$ cat src/rtl/tx_buf_pkg.sv
// Shared types and helpers for the TX FrameLink buffer reader.
package tx_buf_pkg;

  // Wide enough to hold the last-byte index for any supported data width (up to 128 bits).
  localparam int REM_WIDTH = 4;

  typedef enum logic [1:0] {
    ST_IDLE  = 2'd0,
    ST_READ  = 2'd1,
    ST_DRAIN = 2'd2
  } rd_state_e;

  // log2 of bytes per word; data widths are restricted to 32/64/128.
  function automatic int unsigned word_shift(input int unsigned data_width);
    case (data_width)
      32:      return 2;
      128:     return 4;
      default: return 3;
    endcase
  endfunction

  // ceil(len / bytes_per_word) using a mask-and-shift instead of a divider.
  function automatic logic [31:0] bytes_to_words(input logic [31:0] len,
                                                 input int unsigned data_width);
    logic [31:0] mask;
    mask = (32'd1 << word_shift(data_width)) - 32'd1;
    return (len + mask) >> word_shift(data_width);
  endfunction

  // Index of the last valid byte in the final word: (len-1) mod bytes_per_word.
  function automatic logic [REM_WIDTH-1:0] last_rem(input logic [31:0] len,
                                                    input int unsigned data_width);
    logic [31:0] mask;
    mask = (32'd1 << word_shift(data_width)) - 32'd1;
    return REM_WIDTH'((len - 32'd1) & mask);
  endfunction

endpackage

$ cat src/rtl/tx_fl_skid_fifo.sv
// Two-entry FIFO between the RAM read port and the FrameLink output.
// The caller only pushes when a slot is guaranteed (read credit), so a push
// into a full FIFO only ever coincides with a pop.
module tx_fl_skid_fifo #(
  parameter int DATA_WIDTH = 64,
  parameter int REM_W      = 3
) (
  input  logic                  CLK,
  input  logic                  RESET,
  input  logic                  push_i,
  input  logic [DATA_WIDTH-1:0] push_data_i,
  input  logic                  push_first_i,
  input  logic                  push_last_i,
  input  logic [REM_W-1:0]      push_rem_i,
  input  logic                  pop_i,
  output logic [DATA_WIDTH-1:0] head_data_o,
  output logic                  head_first_o,
  output logic                  head_last_o,
  output logic [REM_W-1:0]      head_rem_o,
  output logic [1:0]            count_o
);

  typedef struct packed {
    logic [DATA_WIDTH-1:0] data;
    logic                  first;
    logic                  last;
    logic [REM_W-1:0]      rem;
  } entry_t;

  entry_t     mem_q [2];
  logic       wr_ptr_q;
  logic       rd_ptr_q;
  logic [1:0] count_q;
  logic       do_pop;

  assign do_pop = pop_i && (count_q != 2'd0);

  // Pointer and occupancy bookkeeping.
  always_ff @(posedge CLK) begin
    if (RESET) begin
      wr_ptr_q <= 1'b0;
      rd_ptr_q <= 1'b0;
      count_q  <= 2'd0;
    end else begin
      if (push_i) wr_ptr_q <= ~wr_ptr_q;
      if (do_pop) rd_ptr_q <= ~rd_ptr_q;
      count_q <= count_q + {1'b0, push_i} - {1'b0, do_pop};
    end
  end

  // Entry storage; contents are only meaningful while counted as occupied.
  always_ff @(posedge CLK) begin
    if (push_i) begin
      mem_q[wr_ptr_q] <= '{data: push_data_i, first: push_first_i,
                           last: push_last_i, rem: push_rem_i};
    end
  end

  assign head_data_o  = mem_q[rd_ptr_q].data;
  assign head_first_o = mem_q[rd_ptr_q].first;
  assign head_last_o  = mem_q[rd_ptr_q].last;
  assign head_rem_o   = mem_q[rd_ptr_q].rem;
  assign count_o      = count_q;

endmodule

$ cat src/rtl/tx_fl_buf_reader.sv
// Reads committed frames out of the circular TX buffer RAM, emits them as
// single-part FrameLink and returns the consumed space to the writer.
module tx_fl_buf_reader
  import tx_buf_pkg::*;
#(
  parameter int DATA_WIDTH = 64,
  parameter int BLOCK_SIZE = 512,
  parameter int LEN_WIDTH  = 16
) (
  input  logic                                  CLK,
  input  logic                                  RESET,
  input  logic                                  FRAME_VLD,
  output logic                                  FRAME_RDY,
  input  logic [$clog2(BLOCK_SIZE)-1:0]         FRAME_ADDR,
  input  logic [LEN_WIDTH-1:0]                  FRAME_LEN,
  output logic                                  BUF_RD,
  output logic [$clog2(BLOCK_SIZE)-1:0]         BUF_ADDR,
  input  logic [DATA_WIDTH-1:0]                 BUF_DO,
  output logic [DATA_WIDTH-1:0]                 TX_DATA,
  output logic                                  TX_SOF_N,
  output logic                                  TX_SOP_N,
  output logic                                  TX_EOP_N,
  output logic                                  TX_EOF_N,
  output logic [$clog2(DATA_WIDTH/8)-1:0]       TX_REM,
  output logic                                  TX_SRC_RDY_N,
  input  logic                                  TX_DST_RDY_N,
  output logic                                  REL_VLD,
  output logic [$clog2(BLOCK_SIZE):0]           REL_WORDS,
  output logic                                  BUSY,
  output logic [31:0]                           FRAMES_SENT
);

  localparam int AW = $clog2(BLOCK_SIZE);
  localparam int RW = $clog2(DATA_WIDTH/8);
  localparam int WW = AW + 1;

  rd_state_e       state_q, state_d;
  logic [AW-1:0]   addr_q, addr_d;
  logic [WW-1:0]   words_q, words_d;
  logic [WW-1:0]   remain_q, remain_d;
  logic [RW-1:0]   lrem_q, lrem_d;
  logic            rel_vld_q, rel_vld_d;
  logic [WW-1:0]   rel_words_q, rel_words_d;
  logic [31:0]     frames_q, frames_d;

  // Read tags travel one cycle behind the strobe to meet the RAM data.
  logic            rd_pend_q;
  logic            tag_first_q, tag_last_q;
  logic [RW-1:0]   tag_rem_q;

  logic            frame_rdy, buf_rd;
  logic [WW-1:0]   frm_words;
  logic [RW-1:0]   frm_rem;

  logic [DATA_WIDTH-1:0] head_data;
  logic            head_first, head_last;
  logic [RW-1:0]   head_rem;
  logic [1:0]      fifo_cnt;
  logic            tx_vld, tx_xfer, rd_credit;
  logic [2:0]      free_slots;

  assign frm_words = WW'(bytes_to_words(32'(FRAME_LEN), DATA_WIDTH));
  assign frm_rem   = RW'(last_rem(32'(FRAME_LEN), DATA_WIDTH));

  assign tx_vld  = (fifo_cnt != 2'd0);
  assign tx_xfer = tx_vld && !TX_DST_RDY_N;

  // A slot popped this cycle counts as free, which is what sustains one word per cycle.
  assign free_slots = 3'd2 - {1'b0, fifo_cnt} + {2'b0, tx_xfer};
  assign rd_credit  = free_slots > {2'b0, rd_pend_q};

  // Next-state, read issue and release generation.
  always_comb begin
    state_d     = state_q;
    addr_d      = addr_q;
    words_d     = words_q;
    remain_d    = remain_q;
    lrem_d      = lrem_q;
    rel_vld_d   = 1'b0;
    rel_words_d = rel_words_q;
    frames_d    = frames_q;
    frame_rdy   = 1'b0;
    buf_rd      = 1'b0;
    if (!RESET) begin
      case (state_q)
        ST_IDLE: begin
          frame_rdy = 1'b1;
          if (FRAME_VLD) begin
            addr_d   = FRAME_ADDR;
            words_d  = frm_words;
            remain_d = frm_words;
            lrem_d   = frm_rem;
            if (FRAME_LEN == '0) begin
              // Empty frame: nothing to send, release zero words straight away.
              rel_vld_d   = 1'b1;
              rel_words_d = '0;
            end else begin
              state_d = ST_READ;
            end
          end
        end
        ST_READ: begin
          if (rd_credit) begin
            buf_rd   = 1'b1;
            addr_d   = addr_q + AW'(1);
            remain_d = remain_q - WW'(1);
            if (remain_q == WW'(1)) state_d = ST_DRAIN;
          end
        end
        ST_DRAIN: begin
          if (tx_xfer && head_last) begin
            state_d     = ST_IDLE;
            rel_vld_d   = 1'b1;
            rel_words_d = words_q;
            frames_d    = frames_q + 32'd1;
          end
        end
        default: state_d = ST_IDLE;
      endcase
    end
  end

  // Control state registers.
  always_ff @(posedge CLK) begin
    if (RESET) begin
      state_q     <= ST_IDLE;
      addr_q      <= '0;
      words_q     <= '0;
      remain_q    <= '0;
      lrem_q      <= '0;
      rel_vld_q   <= 1'b0;
      rel_words_q <= '0;
      frames_q    <= '0;
      rd_pend_q   <= 1'b0;
    end else begin
      state_q     <= state_d;
      addr_q      <= addr_d;
      words_q     <= words_d;
      remain_q    <= remain_d;
      lrem_q      <= lrem_d;
      rel_vld_q   <= rel_vld_d;
      rel_words_q <= rel_words_d;
      frames_q    <= frames_d;
      rd_pend_q   <= buf_rd;
    end
  end

  // First/last/REM tags captured at read issue, qualified by rd_pend_q.
  always_ff @(posedge CLK) begin
    tag_first_q <= (remain_q == words_q);
    tag_last_q  <= (remain_q == WW'(1));
    tag_rem_q   <= (remain_q == WW'(1)) ? lrem_q : '1;
  end

  tx_fl_skid_fifo #(
    .DATA_WIDTH (DATA_WIDTH),
    .REM_W      (RW)
  ) u_skid (
    .CLK          (CLK),
    .RESET        (RESET),
    .push_i       (rd_pend_q),
    .push_data_i  (BUF_DO),
    .push_first_i (tag_first_q),
    .push_last_i  (tag_last_q),
    .push_rem_i   (tag_rem_q),
    .pop_i        (tx_xfer),
    .head_data_o  (head_data),
    .head_first_o (head_first),
    .head_last_o  (head_last),
    .head_rem_o   (head_rem),
    .count_o      (fifo_cnt)
  );

  assign FRAME_RDY    = frame_rdy;
  assign BUF_RD       = buf_rd;
  assign BUF_ADDR     = addr_q;
  assign TX_SRC_RDY_N = ~tx_vld;
  assign TX_DATA      = tx_vld ? head_data : '0;
  assign TX_REM       = tx_vld ? head_rem : '0;
  assign TX_SOF_N     = ~(tx_vld && head_first);
  assign TX_SOP_N     = ~(tx_vld && head_first);
  assign TX_EOF_N     = ~(tx_vld && head_last);
  assign TX_EOP_N     = ~(tx_vld && head_last);
  assign REL_VLD      = rel_vld_q;
  assign REL_WORDS    = rel_words_q;
  assign BUSY         = (state_q != ST_IDLE);
  assign FRAMES_SENT  = frames_q;

endmodule

$ cat config.mk
export PLATFORM = sky130hd
export DESIGN_NAME = tx_fl_buf_reader
export DESIGN_NICKNAME = d
export VERILOG_FILES = /design/src/rtl/tx_buf_pkg.sv /design/src/rtl/tx_fl_skid_fifo.sv /design/src/rtl/tx_fl_buf_reader.sv
export SDC_FILE = /design/constraint.sdc
export NUM_CORES = 1
export LEC_CHECK = 0
export CORE_MARGIN = 10
export CORE_UTILIZATION = 25
export CTS_CLUSTER_DIAMETER = 200
export DETAILED_ROUTE_END_ITERATION = 8
export PLACE_DENSITY = 0.49
export SLEW_MARGIN = 25
export SYNTH_ARGS = -nofsm -noshare
export SYNTH_HDL_FRONTEND = slang
export SYNTH_HIERARCHICAL = 1
export SYNTH_SLANG_ARGS = --single-unit
$ cat constraint.sdc
create_clock -name CLK -period 5.4 [get_ports CLK]
set_input_delay 1.35 -clock CLK [delete_from_list [all_inputs] [get_ports CLK]]
set_output_delay 1.35 -clock CLK [all_outputs]
set_load 0.05 [all_outputs]
==> impl_results.md, run 1 <==
* Run status: finished, final reports clean
* Final nets at 1,157
* Clock Sinks at 226
* Hold buffers post-CTS at 0
* Post-DR vias/cell at ~4.4
* Library cells used by synthesis at between 50 and 60
* CP endpoint kind: output pin
* Clock latency on the worst-skew pair at 0.55 ns
* Mapped Cells at between 800 and 900
* Number of global-route vias before repair at about 7,200
* Initial DRC count at roughly 400
* Max-cap violations at 0
* PD cells at 336 nW/µm²
* Post-synthesis sequential area ratio at between 50% and 60%
* I/O Pins at 220
* Post-DP HPWL at about 19,000 µm
* Post-CTS sizing at 0
* Worst Path Max Fanout at 7
* Syn Area/Cell at about 12 µm²
* Die Wd at about 220 µm
* Fin crit period at 4.72 ns
* Most frequent cells in the layout: clkdlybuf4s50_1 (217), edfxtp_1 (138), dfxtp_1 (87)
* Ys flop type: edfxtp_1
* Final WL at approximately 28,000 µm
* Max clock buf depth at 3
* Grt ovf at 0
* Worst r2r path cells at 10
* Final Slew Violations at 0
* Fill cell count at around 4,000
* P_leak at 4.49 nW
* Setup TNS at 0 ns
* CTS H-Tree Depth at 1
* Share of cells above drive strength 1 at between 10% and 20%
* RR Startpoint: u_skid/count_o[0]
* Die area at between 40,000 and 50,000 µm²
* Post-synth EDFFs at roughly 140
* Critical path type: primary input to output pin
* Commonest non-fill, non-tap cell in the layout: clkdlybuf4s50_1
* GP Congestion at ~0.77
* Peak VDD IR at roughly 0.00016 V
* First-pass GRT wire length at approximately 42,000 µm
* Largest net degree at the start of global routing at 87
* Global-route usage over all layers at 11.1%
* Die Y at between 200 and 250 µm
* Final hold viol count at 0
* DR vias at between 7,000 and 8,000
* Pre-Repair DR Iteration Count at 5
* Flops & latches, synth at around 230
* Initial antenna violation count at 1
* CTS Root Cell: clkbuf_16
* Core area at 39,600 µm²
* Reg clk slew, reported paths at 0.06 ns
* Slew of the pin with the lowest slew margin at about 0.94 ns
* # setup viols final at 0
* Syn Nets at approximately 940
* Starting density of the core at 25.3%
* RSZ-0062 raised after global routing: false
* Port Buf Inserts at between 200 and 250
* Multi-input logic area at slightly below 4000 µm²
* Async S/R FF share, synth at 0%
* Max_slew headroom at between 30% and 40%
* Design Power at 4.61 mW
* Sequential standard cell area at about 5900 µm²
* Postcts setup bufs at 0
* Crit path DAT at between 3 and 4 ns
* Row count at 73
* Hold path endpoint: u_skid/mem_q[1][4]
* Crit share post-route at 87.5%
* DRC viols at 0
* YS warnings at 6
* Register-to-register setup slack at approximately 2.2 ns
* Hold path startpoint: tag_first_q
* Area Overhead vs Synth at 36.8%
* Critical path startpoint category: primary input
* Synthesized cell area at approximately 10,000 µm²
* WL/cell at 17.5 µm
* TritonCTS clock tree: yes
* Total CTS buffers at 28
* Crit path required time at approximately 4.1 ns
* Hold Crit Class: flop to flop
* Max Freq at around 210 MHz
* Hold depth at 0
* Worst Skew at approximately 0.012 ns
* Worst R2R End: remain_q[5]
* Final ANT Viol Nets at 0
-- sequential cells by signal (all words and copies together), names as in the netlist, named ones only --
signal,cells
u_skid/mem_q,138
FRAMES_SENT,32
REL_WORDS,10
remain_q,10
words_q,10
BUF_ADDR,9
lrem_q,3
tag_rem_q,3
state_q,2
u_skid/count_o,2
REL_VLD,1
rd_pend_q,1
tag_first_q,1
tag_last_q,1
u_skid/rd_ptr_q,1
u_skid/wr_ptr_q,1
-- per-layer routing --
metal	vias up	wire length, µm	global-route usage, %
li1	3448	-	-
met1	3387	12900	14.4
met2	211	12400	17.3
met5	-	0	0
met4	0	485	3.20
met3	36	2310	3.59
-- layout make-up --
type	count	share of cell area [%]
timing repair buffer	229	16.6
antenna	1	0.0183
inverter	13	0.356
clock inverter	22	1.55
clock buffer	30	5.33
sequential	226	43.1
tap	525	4.80
multi-input combinational	555	28.2
-- cell families (layout without fill, tap and decap cells) --
kind of cell	count (synthesis)	in the layout	synth area share (%)
AO/OA/AOI/OAI	88	88	5.33
XOR/XNOR	51	51	4.60
adder cells (fa/ha/maj)	11	11	1.37
buffers and inverters	56	294	2.64
flip-flops	226	226	59.0
multiplexers	72	72	8.47
other	0	1	0
AND/OR/NAND/NOR	333	333	18.6
-- how the worst max path moves through the flow --
| stage | end | startpoint | slack, ns | cells past startpoint |
|---|---|---|---|---|
| after floorplan | BUF_RD | TX_DST_RDY_N | 1.03 | 7 |
| after global placement | BUF_RD | TX_DST_RDY_N | 0.70 | 9 |
| after detailed placement | BUF_RD | TX_DST_RDY_N | 0.67 | 9 |
| after CTS | BUF_RD | TX_DST_RDY_N | 0.67 | 9 |
| after global routing | BUF_RD | TX_DST_RDY_N | 0.53 | 9 |
| final | BUF_RD | TX_DST_RDY_N | 0.68 | 9 |
-- through the flow --
stage	instance area (µm²)	instances	hold slack, ns	utilization [%]	setup WS (ns)
final	13700	1601	0.427	34.6	0.675
after floorplan	10000	837	0.404	-	1.03
after CTS	13700	1600	0.429	34.5	0.665
after global routing	13700	1600	0.441	34.5	0.534
after detailed placement	12800	1548	0.415	32.2	0.672
after global placement	12700	1548	0.405	32.2	0.701
-- synth_stat cells, types with 11 or more instances --
library cell | number | area share (%)
inv_1 | 13 | 0.49
nand2b_1 | 16 | 1.0
nor2_1 | 80 | 3.0
xnor2_1 | 36 | 3.1
mux2_2 | 61 | 6.9
dfxtp_1 | 88 | 18
nand4_1 | 16 | 1.0
clkbuf_1 | 25 | 0.94
edfxtp_1 | 138 | 41
nor2b_1 | 77 | 4.8
a21oi_1 | 25 | 1.3
nand2_1 | 42 | 1.6
xor2_1 | 14 | 1.2
nor3_1 | 22 | 1.1
o21ai_0 | 27 | 1.4
nand3_1 | 22 | 1.1
ha_1 | 11 | 1.4
-- critical path: stages --
cell and delay [ns]:
clkdlybuf4s50_1 0.48, nor2_1 0.19, inv_1 0.07, ha_1 0.27
ha_1 0.30, nand3b_1 0.18, nand3_4 0.14, nor2_1 0.22
buf_12 0.17
-- power breakdown --
part	internal [mW]	leakage, nW	switching, mW
Combinational	0.284	2.08	0.464
Clock	1.16	0.456	0.740
Sequential	1.91	1.96	0.0513
Power figures use the tool's default switching activity.
==> inputs of run 2 (changes only) <==
--- a/config.mk
+++ b/config.mk
@@ -5,6 +5,7 @@
 export SDC_FILE = /design/constraint.sdc
 export NUM_CORES = 1
 export LEC_CHECK = 0
+export CORE_ASPECT_RATIO = 0.9
 export CORE_MARGIN = 10
 export CORE_UTILIZATION = 25
 export CTS_CLUSTER_DIAMETER = 200
==> impl_results.md, run 2 (synthesis results as in run 1) <==
* Most frequent cells in the layout: clkdlybuf4s50_1 (217), edfxtp_1 (138), dfxtp_1 (87)
* Starting density of the core at 25.3% (+0.064 points)
* Final WL at 27,300 µm (-2.8%)
* Critical path type: primary input to output pin
* Post-CTS sizing at 0 (unchanged)
* Critical path startpoint category: primary input
* Final nets at 1,155 (-0.17%)
* Slew of the pin with the lowest slew margin at 0.941 ns (+0.00213 ns)
* Post-route cell area at 13,500 µm² (-1.2%)
* DR vias at 7,050 (-0.45%)
* Die area at 48,500 µm² (about the same)
* Final Slew Violations at 0 (unchanged)
* Crit path required time at 4.05 ns (about the same)
* Register-to-register setup slack at 2.57 ns (+0.34 ns)
* Reg clk slew, reported paths at 0.06 ns (about the same)
* Clock Sinks at 226 (unchanged)
* DRC viols at 0 (unchanged)
* I/O Pins at 220 (unchanged)
* Fin crit period at 4.74 ns (+0.0116 ns)
* Final ANT Viol Nets at 0 (unchanged)
* Commonest non-fill, non-tap cell in the layout: clkdlybuf4s50_1
* Max-cap violations at 0 (unchanged)
* Post-DP HPWL at 18,300 µm (-2.3%)
* Finished Core Util at 34.2% (-0.32 points)
* Total CTS buffers at 26 (-7.1%)
* Design Power at 4.30 mW (-6.6%)
* Sequential standard cell area at 5910 µm² (unchanged)
* Die Y at 210 µm (-4.7%)
* P_leak at 4.41 nW (-1.8%)
* CTS Root Cell: clkbuf_16
* Number of global-route vias before repair at 7,232 (+0.25%)
* Peak VDD IR at 0.000192 V (+24%)
* Grt ovf at 0 (unchanged)
* Port Buf Inserts at 219 (unchanged)
* Row count at 69 (-5.5%)
* Hold depth at 0 (unchanged)
* Multi-input logic area at 3860 µm² (unchanged)
* Fill cell count at 4,020 (+1.4%)
* Clock latency on the worst-skew pair at 0.53 ns (-0.02 ns)
* Worst Path Max Fanout at 7 (unchanged)
* Worst R2R End: remain_q[5]
* Area Overhead vs Synth at 35.2%
* Global-route usage over all layers at 10.9% (-0.15 points)
* Share of cells above drive strength 1 at 13.0% (-0.78 points)
* Largest net degree at the start of global routing at 87 (unchanged)
* Post-DR vias/cell at 4.40 (-0.58%)
* Final hold viol count at 0 (unchanged)
* Largest register FFs at 138 (unchanged)
* Pre-Repair DR Iteration Count at 7 (+2)
* Postcts setup bufs at 0 (unchanged)
* CP endpoint kind: output pin
* RSZ-0062 raised after global routing: false
* Crit share post-route at 87.7% (+0.22 points)
* TritonCTS clock tree: yes
* Die Wd at 231 µm (+4.9%)
* Max Freq at 211 MHz (-0.25%)
* Dpl cells at 1,555 (+0.45%)
* Run status: finished, final reports clean
* Worst r2r path cells at 10 (unchanged)
* GP Congestion at 0.777 (+0.57%)
* WL/cell at 17.0 µm (-2.9%)
* # setup viols final at 0 (unchanged)
* Max_slew headroom at 37.3% (-0.14 points)
* Max clock buf depth at 3 (unchanged)
* Hold path endpoint: u_skid/mem_q[0][3]
* CTS H-Tree Depth at 1 (unchanged)
* PD cells at 318 nW/µm² (-5.5%)
* First-pass GRT wire length at 42,600 µm (+0.98%)
* Hold path startpoint: tag_last_q
* Hold Crit Class: flop to flop
* Largest register by flop count: u_skid/mem_q
* Hold buffers post-CTS at 0 (unchanged)
* Initial antenna violation count at 1 (unchanged)
* Placed Area at 12,800 µm² (about the same)
* Initial DRC count at 399 (-0.50%)
* Non-Filler Instances at 1,603 (+0.12%)
* RR Startpoint: u_skid/count_o[1]
* Setup TNS at 0 ns (unchanged)
* CP startpoint: TX_DST_RDY_N
* Crit path DAT at 3.39 ns (+0.02 ns)
* Worst Skew at 0.00581 ns (-0.00595 ns)
* Core area at 39,500 µm² (-0.25%)
## run 2: worst max-delay path, stage by stage
cell and delay [ns]:
clkdlybuf4s50_1 0.48, nor2_1 0.21, inv_1 0.06, ha_1 0.27, ha_1 0.28, nand3b_1 0.17
nand3_4 0.15, nor2_1 0.23, buf_12 0.17
## run 2: worst max path at each step
stage                     slack (ns)  cells after the start  endpoint
after CTS                       0.64                      9    BUF_RD
after detailed placement        0.65                      9    BUF_RD
after global placement          0.68                      9    BUF_RD
after floorplan                 1.03                      7    BUF_RD
after global routing            0.52                      9    BUF_RD
final                           0.66                      9    BUF_RD
## run 2: per-stage QoR
| step | hold slack, ns | worst slack [ns] |
|---|---|---|
| after floorplan | 0.404 | 1.03 |
| after global placement | 0.407 | 0.678 |
| after detailed placement | 0.414 | 0.652 |
| after CTS | 0.428 | 0.645 |
| after global routing | 0.448 | 0.523 |
| final | 0.426 | 0.664 |
## run 2: power breakdown
| group | internal [mW] | switching (mW) |
|---|---|---|
| combinational | 0.284 | 0.462 |
| clock | 0.910 | 0.686 |
| sequential | 1.91 | 0.0521 |
| total | 3.10 | 1.20 |
## run 2: per-layer routing
| metal | GRT usage [%] | part of all wire, % | wire length (µm) | vias to the layer above |
|---|---|---|---|---|
| met5 | 0 | 0.048 | 13 | - |
| met4 | 2.29 | 1.8 | 488 | 2 |
| met3 | 3.90 | 7.3 | 2000 | 36 |
| met2 | 16.7 | 43 | 11800 | 197 |
| met1 | 14.6 | 48 | 13000 | 3380 |
| li1 | - | - | - | 3435 |
## run 2: final cells by class
cell class / count / share of cell area, %
Sequential cell: 226 / 43.7
Tap cell: 532 / 4.92
Multi-Input combinational cell: 555 / 28.5
Inverter: 13 / 0.361
Antenna cell: 1 / 0.0185
Clock inverter: 14 / 0.536
Clock buffer: 33 / 5.16
Timing Repair Buffer: 229 / 16.8
==> patch (settings of run 2) <==
The 3 states of `rd_state_e` get a one-hot encoding in 3 bits.
--- a/src/rtl/tx_buf_pkg.sv
+++ b/src/rtl/tx_buf_pkg.sv
@@ -4,10 +4,10 @@
   // Wide enough to hold the last-byte index for any supported data width (up to 128 bits).
   localparam int REM_WIDTH = 4;
 
-  typedef enum logic [1:0] {
-    ST_IDLE  = 2'd0,
-    ST_READ  = 2'd1,
-    ST_DRAIN = 2'd2
+  typedef enum logic [2:0] {
+    ST_IDLE  = 3'b001,
+    ST_READ  = 3'b010,
+    ST_DRAIN = 3'b100
   } rd_state_e;
 
   // log2 of bytes per word; data widths are restricted to 32/64/128.
Check against the original RTL: no difference found for any inputs over 4 cycles, from zero or initial values and one cycle with RESET high; so few cycles prove little.
==> patch against run 2 <==
Sequential cell count grew 1; final area up 0.66%; synthesized area down 0.29%; power increased by 1.4%; wire length up 4.8%; die area fell by 0.26%; register-to-register slack got worse by 0.18 ns; worst setup slack worse by 0.072 ns.
==> patch: results (changes against run 2) <==
metric,value,unit,change
flop2flop setup slack,2.39,ns,was 2.57 ns
DRT iter0 DRCs,402,,was 399
Pre-antenna DRT Iters,5,,was 7
Routed wire per std cell,17.81,um,was 17.01 um
Yosys top cell area share,0.4152,,was 0.4140
global-route wire length before repair,44390,um,"was 42,630 um"
"Net Count, Synth",943,,was 941
"CTS clk-pin slew, worst paths",0.06,ns,about the same
Antenna Diode Count,0,,was 1
number of global-route vias before repair,7222,,"was 7,232"
Worst Path Max Fanout,4,,was 7
DPL Wire Length,19370,um,"was 18,330 um"
FF-to-FF Start,u_skid/count_o[1],,unchanged
Biggest register,u_skid/mem_q,,unchanged
RR Endpoint,BUF_ADDR[0],,was remain_q[5]
WP data arrival,3.46,ns,was 3.39 ns
register area share after synthesis,0.5937,,was 0.5900
CP Launch Point,TX_DST_RDY_N,,unchanged
Critical Path Sink,BUF_RD,,unchanged
nets,1154,,"was 1,155"
Post-synth top cells,"edfxtp_1 (138), dfxtp_1 (89), nor2b_1 (74)",,"was edfxtp_1 (138), dfxtp_1 (88), nor2_1 (80)"
"top cells by area, synth","edfxtp_1 (42%), dfxtp_1 (18%), mux2_2 (6.9%)",,"was edfxtp_1 (41%), dfxtp_1 (18%), mux2_2 (6.9%)"
Peak VDD IR,0.1659,mV,was 0.1919 mV
Clock Latency Late Sink,0.55,ns,was 0.53 ns
Setup Skew,0.01666,ns,was 0.005810 ns
Leak Pwr,4.441,nW,was 4.412 nW
gp weighted congestion,0.7827,,was 0.7772
Largest register FFs,138,,unchanged
largest net degree at the start of global routing,71,,was 87
initial antenna violation count,0,,was 1
Slew @ Worst Pin,0.9313,ns,was 0.9407 ns
Yosys cell types,56,,unchanged
layout cells sized above 1,0.1325,,was 0.1299
run status,finished clean,,unchanged
"EDFF count, synth",138,,unchanged
Global Route Usage Sum,0.1149,,was 0.1094
yosys warns,6,,unchanged
Via density,4.451,,was 4.398
TritonCTS buffer count,28,,was 26
patch: cell families after synthesis:
logic type,Yosys count,synth area share
DFF,227,0.5937
muxes,74,0.08700
and+or+nand+nor,315,0.1734
xor gates and xnor gates,37,0.03385
buffers and inverters,62,0.02908
AOI/OAI and AO/OA,113,0.06920
adders and majority gates,11,0.01379
patch: routing by layer:
metal | wire length [um] | GRT usage | up-vias
met2 | 12200 | 0.1730 | 207
met4 | 572 | 0.02357 | 0
met5 | 0 | 0 | -
met3 | 2312 | 0.04086 | 36
li1 | - | - | 3479
met1 | 13490 | 0.1556 | 3417
patch: report_power, final:
part / total, W / leakage, nW / internal [W] / switching [W]
Combinational: 0.000550 / 2.03 / 0.000226 / 0.000324
Sequential: 0.00197 / 1.96 / 0.00190 / 0.0000635
Clock: 0.00185 / 0.452 / 0.00112 / 0.000730
patch: layout make-up:
type / count / area, um^2
repair buffers: 228 / 2268
clock inverters: 13 / 122.6
multi-input cells: 550 / 3787
clock buffers: 39 / 793.3
inverters: 15 / 56.30
fillers: 4000 / 25830
flip-flops and latches: 227 / 5929
well taps: 532 / 665.6
patch: worst max-delay path, cell delays in order:
cell and delay [ns]:
clkdlybuf4s50_1 0.40, or2_2 0.31, ha_1 0.28, ha_1 0.26
nor2b_1 0.15, o21a_1 0.21, nor3_1 0.18, buf_4 0.18
buf_12 0.14
patch: worst min-delay path by stage:
stage                     slack (ns)  depth (start not counted)                  to
after CTS                       0.43                          0  u_skid/mem_q[1][2]
after floorplan                 0.40                          0  u_skid/mem_q[0][0]
final                           0.43                          0  u_skid/mem_q[0][3]
after global routing            0.44                          0  u_skid/mem_q[1][3]
after global placement          0.41                          0  u_skid/mem_q[0][1]
after detailed placement        0.42                          0  u_skid/mem_q[0][2]
patch: stage by stage:
step	instances	worst slack [ns]	util	instance area (um^2)	hold WS, ns
3_3_place_gp	1552	0.5875	0.3220	12700	0.4065
2_1_floorplan	839	0.3086	-	9981	0.4037
6_report	1604	0.5920	0.3453	13620	0.4274
4_1_cts	1604	0.5805	0.3453	13620	0.4298
5_1_grt	1604	0.4791	0.3453	13620	0.4442
3_5_place_dp	1552	0.5911	0.3221	12710	0.4161
